## config.mk

```make
export PLATFORM = sky130hd
export DESIGN_NAME = div_hilo_ctrl
export DESIGN_NICKNAME = d
export VERILOG_FILES = /design/src/rtl/div_hilo_ctrl.sv
export SDC_FILE = /design/constraint.sdc
export NUM_CORES = 1
export LEC_CHECK = 0
export CAP_MARGIN = 20
export CORE_MARGIN = 5
export CORE_UTILIZATION = 45
export DETAILED_ROUTE_END_ITERATION = 10
export HOLD_SLACK_MARGIN = 0.12
export PLACE_DENSITY = 0.81
export SLEW_MARGIN = 20
export SYNTH_ARGS = -nofsm -noshare
export SYNTH_HDL_FRONTEND = slang
export SYNTH_SLANG_ARGS = --single-unit
```

## constraint.sdc

```tcl
create_clock -name clk -period 11 [get_ports clk]
set_clock_uncertainty 0.1 [all_clocks]
set_input_delay 1.65 -clock clk [delete_from_list [all_inputs] [get_ports clk]]
set_output_delay 1.65 -clock clk [all_outputs]
set_load 0.01 [all_outputs]
```

## src/rtl/div_hilo_ctrl.sv

```systemverilog
// HI/LO register file and sequencer wrapped around the restoring divider.
// Ports: clk, reset | start, funct, dataA, dataB, div_result ->
//   div_signal, div_dataA, div_dataB, stall, div_zero, hilo_out
module div_hilo_ctrl #(
  parameter int DIV_CYCLES = 32
) (
  input  logic        clk,
  input  logic        reset,
  input  logic        start,
  input  logic [5:0]  funct,
  input  logic [31:0] dataA,
  input  logic [31:0] dataB,
  input  logic [63:0] div_result,
  output logic [5:0]  div_signal,
  output logic [31:0] div_dataA,
  output logic [31:0] div_dataB,
  output logic        stall,
  output logic        div_zero,
  output logic [31:0] hilo_out
);

  localparam int CW = $clog2(DIV_CYCLES) + 1;
  localparam logic [CW-1:0] LAST = CW'(DIV_CYCLES - 1);

  localparam logic [5:0] F_DIVU = 6'd27;
  localparam logic [5:0] F_MFHI = 6'd16;
  localparam logic [5:0] F_MFLO = 6'd18;
  localparam logic [5:0] F_MTHI = 6'd17;
  localparam logic [5:0] F_MTLO = 6'd19;

  localparam logic [5:0] CMD_IDLE = 6'd0;
  localparam logic [5:0] CMD_LOAD = 6'd27;
  localparam logic [5:0] CMD_OUT  = 6'd63;

  typedef enum logic [1:0] {
    IDLE,
    LOAD,
    RUN,
    OUT
  } state_t;

  state_t        state;
  state_t        next;
  logic [CW-1:0] cnt;
  logic [31:0]   hi;
  logic [31:0]   lo;
  logic [5:0]    sig_next;

  logic is_divu;
  logic is_mfhi;
  logic is_mflo;
  logic is_mthi;
  logic is_mtlo;
  logic hilo_op;
  logic take;
  logic b_zero;

  assign is_divu = funct == F_DIVU;
  assign is_mfhi = funct == F_MFHI;
  assign is_mflo = funct == F_MFLO;
  assign is_mthi = funct == F_MTHI;
  assign is_mtlo = funct == F_MTLO;
  assign hilo_op = is_divu | is_mfhi | is_mflo
                 | is_mthi | is_mtlo;
  assign b_zero  = dataB == 32'd0;

  // Instructions are only accepted in IDLE;
  // otherwise upstream holds them via stall.
  assign take  = start & (state == IDLE);
  assign stall = (state != IDLE) & start & hilo_op;

  always_comb begin
    next = state;
    unique case (state)
      IDLE: if (take & is_divu & ~b_zero) next = LOAD;
      LOAD: next = RUN;
      RUN:  if (cnt == LAST) next = OUT;
      OUT:  next = IDLE;
      default: next = IDLE;
    endcase
  end

  // Command is registered from the next state so
  // it tracks the state register edge for edge.
  always_comb begin
    sig_next = CMD_IDLE;
    if (next == LOAD) sig_next = CMD_LOAD;
    if (next == OUT)  sig_next = CMD_OUT;
  end

  always_ff @(posedge clk or posedge reset) begin
    if (reset) begin
      state      <= IDLE;
      div_signal <= CMD_IDLE;
      cnt        <= '0;
      hi         <= '0;
      lo         <= '0;
      div_dataA  <= '0;
      div_dataB  <= '0;
      div_zero   <= 1'b0;
      hilo_out   <= '0;
    end else begin
      state      <= next;
      div_signal <= sig_next;
      if (state == LOAD) cnt <= '0;
      else if (state == RUN) cnt <= cnt + 1'b1;
      if (state == OUT) begin
        hi <= div_result[63:32];
        lo <= div_result[31:0];
      end
      if (take) begin
        unique case (1'b1)
          is_divu: begin
            if (b_zero) begin
              // Divide by zero bypasses the divider.
              hi       <= dataA;
              lo       <= 32'hFFFF_FFFF;
              div_zero <= 1'b1;
            end else begin
              div_dataA <= dataA;
              div_dataB <= dataB;
              div_zero  <= 1'b0;
            end
          end
          is_mthi: hi <= dataA;
          is_mtlo: lo <= dataA;
          is_mfhi: hilo_out <= hi;
          is_mflo: hilo_out <= lo;
          default: ;
        endcase
      end
    end
  end

endmodule

```

==> summary.txt, run 1 <==
Logic synthesis
  • Number of warnings reported in the yosys synthesis log: 0
  • Post-Syn Area per Cell: 11.8 um^2
  • Yosys cell types: 41
  • Number of cells produced by synthesis: 666
  • Sequential share of the synthesized area: 54.1%
  • Register bit count reported by yosys: 170
  • Netlist Area Pre-Place: 7860 um^2
  • Post-Syn Nets: 809

Timing
  • Upper clock frequency limit: 196 MHz
  • Final Cycle Share: 46.4%
  • Slew of the pin with the lowest slew margin: 1010 ps
  • Summed negative setup slack over all endpoints: 0 ps
  • Number of endpoints with negative hold slack in the final report: 0
  • Tightest slew margin relative to the limit: 32.8%
  • Setup Viol. Count Final: 0
  • Unrepaired setup endpoints after global routing: no
  • Time the final worst path needs with I/O delays and setup: 5100 ps
  • Final-report max-slew violation count: 0

Worst hold path
  • Path type of the worst min-delay path: reg2reg
  • Hold-critical path depth: 2
  • Capture endpoint of the worst hold path: div_zero$_DFFE_PP0N_
  • Critical hold path startpoint: div_zero$_DFFE_PP0N_

CTS
  • Total setup buffers inserted after CTS: 0
  • Clock tree from TritonCTS: built
  • Number of gates resized after CTS: 0
  • Clock transition time at the flip-flop clock pins of the worst setup and hold paths: 60 ps
  • H-tree lvl count: 4
  • Clock buffer count from CTS: 17
  • Clk root buf: clkbuf_16
  • Number of clock sinks: 170
  • Clock insertion delay at the later pin of the skew report: 420 ps
  • Cts hold-fix bufs: 0
  • Number of buffers on the longest clock path: 2

Placement
  • Port Buffers: 240
  • Weighted congestion at the end of routability-driven global placement: 0.804
  • HPWL after detailed placement: 14900 um

Global route
  • Met1 track demand over resource: 27.2%
  • GRT Util Overall: 22.0%
  • Global-route wire length before repair: 34700 um
  • Largest net degree at the start of global routing: 107
  • Antenna violations before repair: 0
  • Global routing met2 resource utilization: 37.3%
  • Via count of the first global-routing pass: 6521
  • Most Crowded Layer GR: met2
  • Grt met3 use: 6.05%
  • Global route overflow: 0

Die
  • Starting utilization of the core area: 45.6%
  • Std cell rows: 48
  • Die area: 20200 um^2
  • Chip Height: 142 um
  • Horizontal die dimension: 142 um
  • Io pins: 241
  • Core region area: 17200 um^2

Detailed routing
  • Pre-antenna DRT Iters: 5
  • Drc violations: 0
  • Ratio of routed vias to standard cells: 5.40
  • WL/cell: 19.8 um
  • DR iter-0 viols: 283
  • Number of routed nets with antenna violations: 0
  • Via count: 6059
  • Final wirelength: 22200 um

Worst setup path
  • Largest fanout on the critical path: 34
  • Cell family with the largest share of critical-path delay: buffers and inverters
  • CP Cell Sequence: buf_2, buf_4, nand2_2, a211oi_1, clkdlybuf4s50_1
  • Depth of the worst register-to-register path: 7
  • Cell with the largest stage delay on the worst path: clkdlybuf4s50_1
  • Number of buffers and inverters on the critical path: 3
  • R2R setup slack: 7950 ps
  • Worst EP arrival: 3350 ps
  • Destination of the worst register-to-register timing path: hi[0]$_DFF_PP0_
  • CP Depth: 5
  • Worst stage delay on the critical path: 590 ps
  • Worst Setup Start Kind: input port
  • Critical path required time: 9250 ps
  • Critical path endpoint category: output pin
  • Worst setup path class: in2out
  • R2R Path Start: state[0]$_DFF_PP0_

Final layout
  • Final #Nets: 1026
  • Ratio of cells with drive above 1 in the final layout: 12.9%
  • Number of diodes added for antenna fixing: 0
  • Commonest non-fill, non-tap cell in the layout: clkdlybuf4s50_1
  • Commonest cells after routing, fill and taps aside: clkdlybuf4s50_1, dfrtp_1, o21ai_0
  • Final cell utilization of the core: 63.9%
  • Layout overhead on the synthesized area: 40.2%

Power
  • Total leakage power: 4.85 nW
  • Worst vdd ir: 0.112 mV
  • PD cells: 160 nW/um^2

Job
  • Max-cap violations: 0

Outcome
  • Run status: complete, no violations
==> synthesized netlist by cell type, drive strengths merged <==
library cell / instances / area share, %
a211oi: 33 / 3.2
a21oi: 34 / 2.2
a22o: 1 / 0.11
a31oi: 1 / 0.080
and2: 1 / 0.080
buf: 28 / 2.7
clkbuf: 23 / 1.1
dfrtp: 170 / 54
ha: 6 / 0.95
inv: 5 / 0.24
mux2: 64 / 12
mux2i: 65 / 8.3
nand2: 7 / 0.37
nand2b: 1 / 0.080
nand3: 1 / 0.064
nand4: 3 / 0.24
nand4bb: 1 / 0.35
nor2: 70 / 3.4
nor2b: 32 / 2.5
nor3: 1 / 0.13
nor3b: 1 / 0.24
nor4: 8 / 0.64
nor4b: 1 / 0.11
o21ai: 99 / 6.3
o21bai: 1 / 0.096
o22ai: 1 / 0.080
o31ai: 1 / 0.096
or2: 2 / 0.16
or3: 2 / 0.22
or3b: 1 / 0.14
xnor2: 1 / 0.11
xor2: 1 / 0.11
==> worst max path at each step <==
stage	from	slack, ps	to
6_report	funct[1]	5900	stall
4_1_cts	funct[1]	5890	stall
5_1_grt	funct[1]	5800	stall
2_1_floorplan	reset	4650	cnt[0]$_DFFE_PP0P_
3_3_place_gp	dataB[27]	5850	div_dataA[8]$_DFFE_PP0P_
3_5_place_dp	funct[1]	5880	stall
==> power by group <==
group,switching [mW],total (mW),internal (mW)
logic,0.148,0.338,0.190
registers,0.0518,0.766,0.715
clock network,0.247,0.664,0.417
total,0.447,1.77,1.32
==> worst min-delay path, delay by kind of cell (launching register included) <==
| kind | cells | cell delay, ps |
|---|---|---|
| flip-flops | 1 | 350 |
| AND/OR/NAND/NOR | 2 | 120 |
==> per-layer routing <==
layer	routed length [um]	share of wire, %	up-vias
met5	0	0	-
met4	439	2.0	0
met3	1690	7.6	34
met2	11100	50	232
met1	8980	40	3002
li1	-	-	2791
==> through the flow <==
stage / hold slack (ps) / instances / power (mW) / cell area [um^2] / setup WS, ps
floorplan: 360 / 666 / 0.947 / 7860 / 4650
global placement: 362 / 1088 / 1.10 / 10300 / 5850
detailed placement: 370 / 1089 / 1.12 / 10400 / 5880
CTS: 399 / 1121 / 1.78 / 11000 / 5890
global route: 418 / 1121 / 1.85 / 11000 / 5800
finish: 395 / 1121 / 1.77 / 11000 / 5900
==> final cells by class <==
| type | instances | area [um^2] |
|---|---|---|
| clock buffers | 22 | 464 |
| clock inverters | 10 | 189 |
| fillers | 1324 | 6220 |
| inverters | 5 | 23.8 |
| multi-input cells | 440 | 3330 |
| flip-flops and latches | 170 | 4250 |
| well taps | 225 | 282 |
| repair buffers | 249 | 2480 |
==> registers in the layout (all words and copies together) (netlist names) <==
name and cells:
cnt 6, div_dataA 32, div_dataB 32, div_signal 1, div_zero 1, hi 32
hilo_out 32, lo 32, state 2
==> logic make-up after synthesis <==
group,count (synthesis),share of synthesized area [%]
muxes,129,19.8
and+or+nand+nor,132,8.74
DFF,170,54.1
AOI/OAI and AO/OA,171,12.1
buffers and inverters,56,4.06
xor gates and xnor gates,2,0.223
adders and majority gates,6,0.955
No activity file was read; power rests on OpenSTA's default activity.
==> run 2: changes to the inputs <==
CORE_UTILIZATION = 43   (was 45)
clock period = 4.3 ns   (was 11 ns; I/O delays follow)
==> summary.txt, run 2 (same netlist as run 1, synthesis figures left out) <==
Outcome
  • Run status: complete, no violations

Power
  • Worst vdd ir: 0.300 mV (+170%)
  • Switching share of power: 25.3% (about the same)
  • PD cells: 408 nW/um^2 (+150%)
  • Gate power share: 19.1% (about the same)
  • Power share of the sequential group: 43.5% (+0.2 points)
  • Total leakage power: 4.84 nW (-0.21%)
  • Power dissipated by switching net loads: 1.14 mW (+150%)
  • Clk network pwr share: 37.4% (about the same)
  • Internal power contribution: 3.36 mW (+150%)

Global route
  • Most Crowded Layer GR: met2
  • Antenna violations before repair: 0 (unchanged)
  • Met1 track demand over resource: 26.5% (-0.68 points)
  • Global route overflow: 0 (unchanged)
  • Via count of the first global-routing pass: 6531 (+0.15%)
  • Global routing met2 resource utilization: 33.9% (-3.3 points)
  • Grt met3 use: 5.99% (-0.061 points)
  • GRT Util Overall: 20.7% (-1.3 points)
  • Largest net degree at the start of global routing: 171 (+60%)
  • Global-route wire length before repair: 35700 um (+2.7%)

Timing
  • Upper clock frequency limit: 343 MHz
  • Unrepaired setup endpoints after global routing: no
  • Final-report max-slew violation count: 0 (unchanged)
  • Worst hold-check slack: 409 ps (+13.5 ps)
  • Time the final worst path needs with I/O delays and setup: 2920 ps
  • Summed negative setup slack over all endpoints: 0 ps (unchanged)
  • Slew of the pin with the lowest slew margin: 1080 ps (+71.1 ps)
  • Final Cycle Share: 67.8%
  • Setup Viol. Count Final: 0 (unchanged)
  • Tightest slew margin relative to the limit: 28.2% (-4.6 points)
  • Number of endpoints with negative hold slack in the final report: 0 (unchanged)

Final layout
  • Combined area of the multi-input logic cells: 3330 um^2 (about the same)
  • Commonest non-fill, non-tap cell in the layout: clkdlybuf4s50_1
  • Final cell utilization of the core: 61.3% (-2.6 points)
  • Final Non-Filler Cells: 1122 (+0.089%)
  • Commonest cells after routing, fill and taps aside: clkdlybuf4s50_1, dfrtp_1, o21ai_0
  • Number of diodes added for antenna fixing: 0 (unchanged)
  • Layout overhead on the synthesized area: 40.1% (about the same)
  • Filler Cells Inserted: 1453 (+9.7%)
  • Final #Nets: 1025 (-0.097%)
  • Storage cell area: 4250 um^2 (unchanged)
  • Ratio of cells with drive above 1 in the final layout: 12.9% (-0.068 points)
  • Layout Cell Area excl Fill: 11000 um^2 (about the same)

Detailed routing
  • Number of routed nets with antenna violations: 0 (unchanged)
  • Drc violations: 0 (unchanged)
  • Final wirelength: 21800 um (-1.6%)
  • DR iter-0 viols: 373 (+32%)
  • Pre-antenna DRT Iters: 4 (-1)
  • WL/cell: 19.5 um (-1.6%)
  • Via count: 5965 (-1.6%)
  • Ratio of routed vias to standard cells: 5.32 (-1.6%)

Placement
  • Port Buffers: 240 (unchanged)
  • Placed cell count: 1092 (+0.28%)
  • Area post-placement: 10400 um^2 (about the same)
  • Weighted congestion at the end of routability-driven global placement: 0.775 (-3.6%)
  • HPWL after detailed placement: 14300 um (-4.0%)

CTS
  • H-tree lvl count: 4 (unchanged)
  • Number of gates resized after CTS: 0 (unchanged)
  • Total setup buffers inserted after CTS: 0 (unchanged)
  • Number of buffers on the longest clock path: 2 (unchanged)
  • Clock insertion delay at the later pin of the skew report: 420 ps (about the same)
  • Clock buffer count from CTS: 17 (unchanged)
  • Cts hold-fix bufs: 0 (unchanged)
  • Number of clock sinks: 170 (unchanged)
  • Clock tree from TritonCTS: built
  • Clk root buf: clkbuf_16
  • Clock transition time at the flip-flop clock pins of the worst setup and hold paths: 60 ps (about the same)

Worst setup path
  • Depth of the worst register-to-register path: 6 (-1)
  • Critical path required time: 3560 ps (-5690 ps)
  • Worst setup path class: in2out
  • Worst EP arrival: 2170 ps (-1180 ps)
  • Worst Setup Start Kind: input port
  • Largest fanout on the critical path: 4 (-88%)
  • Critical path endpoint category: output pin

Die
  • Horizontal die dimension: 145 um (+2.1%)
  • Io pins: 241 (unchanged)
  • Chip Height: 145 um (+2.1%)
  • Std cell rows: 49 (+2.1%)
  • Starting utilization of the core area: 43.8% (-1.8 points)
  • Core region area: 18000 um^2 (+4.2%)
  • Die area: 21100 um^2 (+4.3%)

Worst hold path
  • Path type of the worst min-delay path: reg2reg
  • Hold-critical path depth: 1 (-1)

Job
  • Max-cap violations: 0 (unchanged)
run 2: cell type report:
class / instances / share of cell area (%)
Clock buffer: 20 / 4.05
Sequential cell: 170 / 38.6
Multi-Input combinational cell: 440 / 30.2
Inverter: 5 / 0.204
Clock inverter: 10 / 1.74
Tap cell: 229 / 2.60
Timing Repair Buffer: 248 / 22.5
run 2: critical path, cell delays in order:
cell	delay [ps]
clkdlybuf4s50_1	560
nand2_2	120
a211oi_1	250
clkdlybuf4s50_1	590
run 2: final timing paths:
| kind | slack (ps) | end | start |
|---|---|---|---|
| max | 1380 | stall | funct[0] |
| min | 410 | div_dataB[11]$_DFFE_PP0P_ | div_dataB[11]$_DFFE_PP0P_ |
| max reg2reg | 1640 | hi[20]$_DFF_PP0_ | state[0]$_DFF_PP0_ |
| min reg2reg | 410 | div_dataB[11]$_DFFE_PP0P_ | div_dataB[11]$_DFFE_PP0P_ |
| max in group asynchronous | 2630 | lo[27]$_DFF_PP0_ | reset |
| min in group asynchronous | 710 | div_dataB[14]$_DFFE_PP0P_ | reset |
run 2: power groups by stage:
stage | Clock [mW] | Sequential, mW | Combinational (mW)
3_5_place_dp | 0 | 1.98 | 0.862
4_1_cts | 1.71 | 1.96 | 0.869
6_report | 1.68 | 1.96 | 0.860
5_1_grt | 1.78 | 1.99 | 0.956
2_1_floorplan | 0 | 1.99 | 0.433
3_3_place_gp | 0 | 1.97 | 0.839
run 2: routing by layer:
metal / part of all wire [%] / vias to the layer above
met5: 0 / -
met4: 2.3 / 0
met3: 6.6 / 34
met2: 48 / 196
met1: 43 / 2942
li1: - / 2793
run 2: per-stage QoR:
step	power, mW	worst slack (ps)
4_1_cts	4.54	1370
3_5_place_dp	2.85	976
3_3_place_gp	2.81	908
5_1_grt	4.72	1270
2_1_floorplan	2.42	1390
6_report	4.50	1380
==> run 3: changes to the inputs <==
CORE_UTILIZATION = 45   (was 43)
clock period = 3 ns   (was 4.3 ns; I/O delays follow)
==> summary.txt, run 3 (same netlist as run 1, synthesis figures left out) <==
CTS
  • Clock transition time at the flip-flop clock pins of the worst setup and hold paths: 70 ps (about the same)
  • Clk root buf: clkbuf_16
  • Clock tree from TritonCTS: built
  • H-tree lvl count: 4 (unchanged)
  • Cts hold-fix bufs: 0 (unchanged)
  • Clock insertion delay at the later pin of the skew report: 420 ps (about the same)
  • Number of gates resized after CTS: 0 (unchanged)
  • Total setup buffers inserted after CTS: 0 (unchanged)
  • Number of buffers on the longest clock path: 2 (unchanged)
  • Number of clock sinks: 170 (unchanged)
  • Clock buffer count from CTS: 17 (unchanged)

Placement
  • HPWL after detailed placement: 15400 um (+7.7%)
  • Placed cell count: 1105 (+1.2%)
  • Weighted congestion at the end of routability-driven global placement: 0.797 (+2.8%)
  • Port Buffers: 240 (unchanged)

Timing
  • Summed negative setup slack over all endpoints: 0 ps (unchanged)
  • Tightest slew margin relative to the limit: 46.9% (+19 points)
  • Time the final worst path needs with I/O delays and setup: 2800 ps
  • Unrepaired setup endpoints after global routing: no
  • Final Cycle Share: 93.2%
  • Upper clock frequency limit: 358 MHz
  • Setup Viol. Count Final: 0 (unchanged)
  • Final-report max-slew violation count: 0 (unchanged)
  • Slew of the pin with the lowest slew margin: 796 ps (-281 ps)
  • Number of endpoints with negative hold slack in the final report: 0 (unchanged)

Final layout
  • Ratio of cells with drive above 1 in the final layout: 14.8% (+1.9 points)
  • Commonest non-fill, non-tap cell in the layout: clkdlybuf4s50_1
  • Commonest cells after routing, fill and taps aside: clkdlybuf4s50_1, dfrtp_1, o21ai_0
  • Final cell utilization of the core: 64.8% (+3.4 points)
  • Final #Nets: 1042 (+1.7%)
  • Layout overhead on the synthesized area: 42.0%
  • Final Non-Filler Cells: 1138 (+1.4%)

Detailed routing
  • Drc violations: 0 (unchanged)
  • Final wirelength: 22300 um (+2.0%)
  • Via count: 6030 (+1.1%)
  • Ratio of routed vias to standard cells: 5.30 (-0.33%)
  • WL/cell: 19.6 um (+0.57%)
  • Pre-antenna DRT Iters: 5 (+1)
  • DR iter-0 viols: 380 (+1.9%)
  • Number of routed nets with antenna violations: 0 (unchanged)

Global route
  • Via count of the first global-routing pass: 6504 (-0.41%)
  • Antenna violations before repair: 2 (+2)
  • Global-route wire length before repair: 35600 um (about the same)
  • Largest net degree at the start of global routing: 69 (-60%)
  • Global route overflow: 0 (unchanged)
  • GRT Util Overall: 22.5% (+1.8 points)

Die
  • Core region area: 17200 um^2 (-4.0%)
  • Horizontal die dimension: 142 um (-2.1%)
  • Die area: 20200 um^2 (-4.1%)
  • Std cell rows: 48 (-2.0%)
  • Starting utilization of the core area: 45.6% (+1.8 points)
  • Io pins: 241 (unchanged)
  • Chip Height: 142 um (-2.1%)

Worst setup path
  • Worst Setup Start Kind: flip-flop
  • Cell family with the largest share of critical-path delay: buffers and inverters
  • R2R Path Start: state[0]$_DFF_PP0_
  • CP Cell Sequence: inv_1, ha_1, a211oi_1, clkdlybuf4s50_1
  • Critical path required time: 2450 ps (-1110 ps)
  • Worst EP arrival: 2250 ps (+80 ps)
  • Worst stage delay on the critical path: 620 ps (+30 ps)
  • Largest fanout on the critical path: 8 (+4)
  • Worst setup path class: reg2out
  • Cell with the largest stage delay on the worst path: clkdlybuf4s50_1
  • Launch point of the critical path: state[0]$_DFF_PP0_
  • Critical path endpoint category: output pin
  • Number of buffers and inverters on the critical path: 2 (unchanged)

Power
  • PD cells: 563 nW/um^2 (+38%)
  • Gate power share: 19.8% (+0.7 points)
  • Total leakage power: 4.93 nW (+1.9%)
  • Worst vdd ir: 0.385 mV (+28%)
  • Switching share of power: 26.9% (+1.6 points)
  • Clk network pwr share: 35.6% (-1.8 points)
  • Power dissipated by switching net loads: 1.69 mW (+49%)
  • Internal power contribution: 4.59 mW (+37%)
  • Power share of the sequential group: 44.6% (+1.1 points)

Job
  • Max-cap violations: 0 (unchanged)

Worst hold path
  • Path type of the worst min-delay path: in2async

Outcome
  • Run status: complete, no violations
-- run 3: cell count changes in the layout (fill, tap and decap cells not counted), sizes merged --
| cell | before | now |
|---|---|---|
| inv | 6 | 9 |
| clkinvlp | 2 | 3 |
| bufinv | 5 | 2 |
| clkinv | 2 | 5 |
| clkbuf | 20 | 18 |
| buf | 9 | 26 |
| diode | 0 | 1 |
-- run 3: power by group through the flow --
stage	Combinational [mW]	Clock, mW	Sequential (mW)
floorplan	0.620	0	2.85
global placement	1.21	0	2.83
detailed placement	1.25	0	2.84
CTS	1.26	2.28	2.80
global route	1.38	2.39	2.84
finish	1.25	2.24	2.80
-- run 3: final timing paths --
check,endpoint,cells past startpoint,slack [ps]
setup / recovery,stall,4,200
hold / removal,div_dataB[12]$_DFFE_PP0P_,2,300
setup reg to reg,lo[8]$_DFF_PP0_,6,540
hold reg to reg,div_zero$_DFFE_PP0N_,2,390
max in group asynchronous,div_dataB[17]$_DFFE_PP0P_,3,1770
min in group clk,div_zero$_DFFE_PP0N_,2,390
-- run 3: layout make-up --
| class | instances | area (um^2) |
|---|---|---|
| Fill cell | 1321 | 6070 |
| Tap cell | 225 | 282 |
| Inverter | 5 | 22.5 |
| Timing Repair Buffer | 265 | 2670 |
| Antenna cell | 1 | 2.50 |
| Clock inverter | 14 | 160 |
| Sequential cell | 170 | 4250 |
| Multi-Input combinational cell | 440 | 3330 |
| Clock buffer | 18 | 439 |
-- run 3: routing by layer --
layer	track usage, %	wire [um]
met5	0	16
met4	6.72	438
met3	6.65	1540
met2	36.6	10700
met1	29.2	9560
-- run 3: metrics by stage --
stage / setup slack [ps] / hold WS [ps] / cell area (um^2) / power [mW]
2_1_floorplan: 281 / 360 / 7870 / 3.47
3_3_place_gp: 85.3 / 361 / 10600 / 4.04
3_5_place_dp: 79.9 / 362 / 10600 / 4.09
4_1_cts: 156 / 293 / 11200 / 6.35
5_1_grt: 51.3 / 318 / 11200 / 6.61
6_report: 205 / 298 / 11200 / 6.28
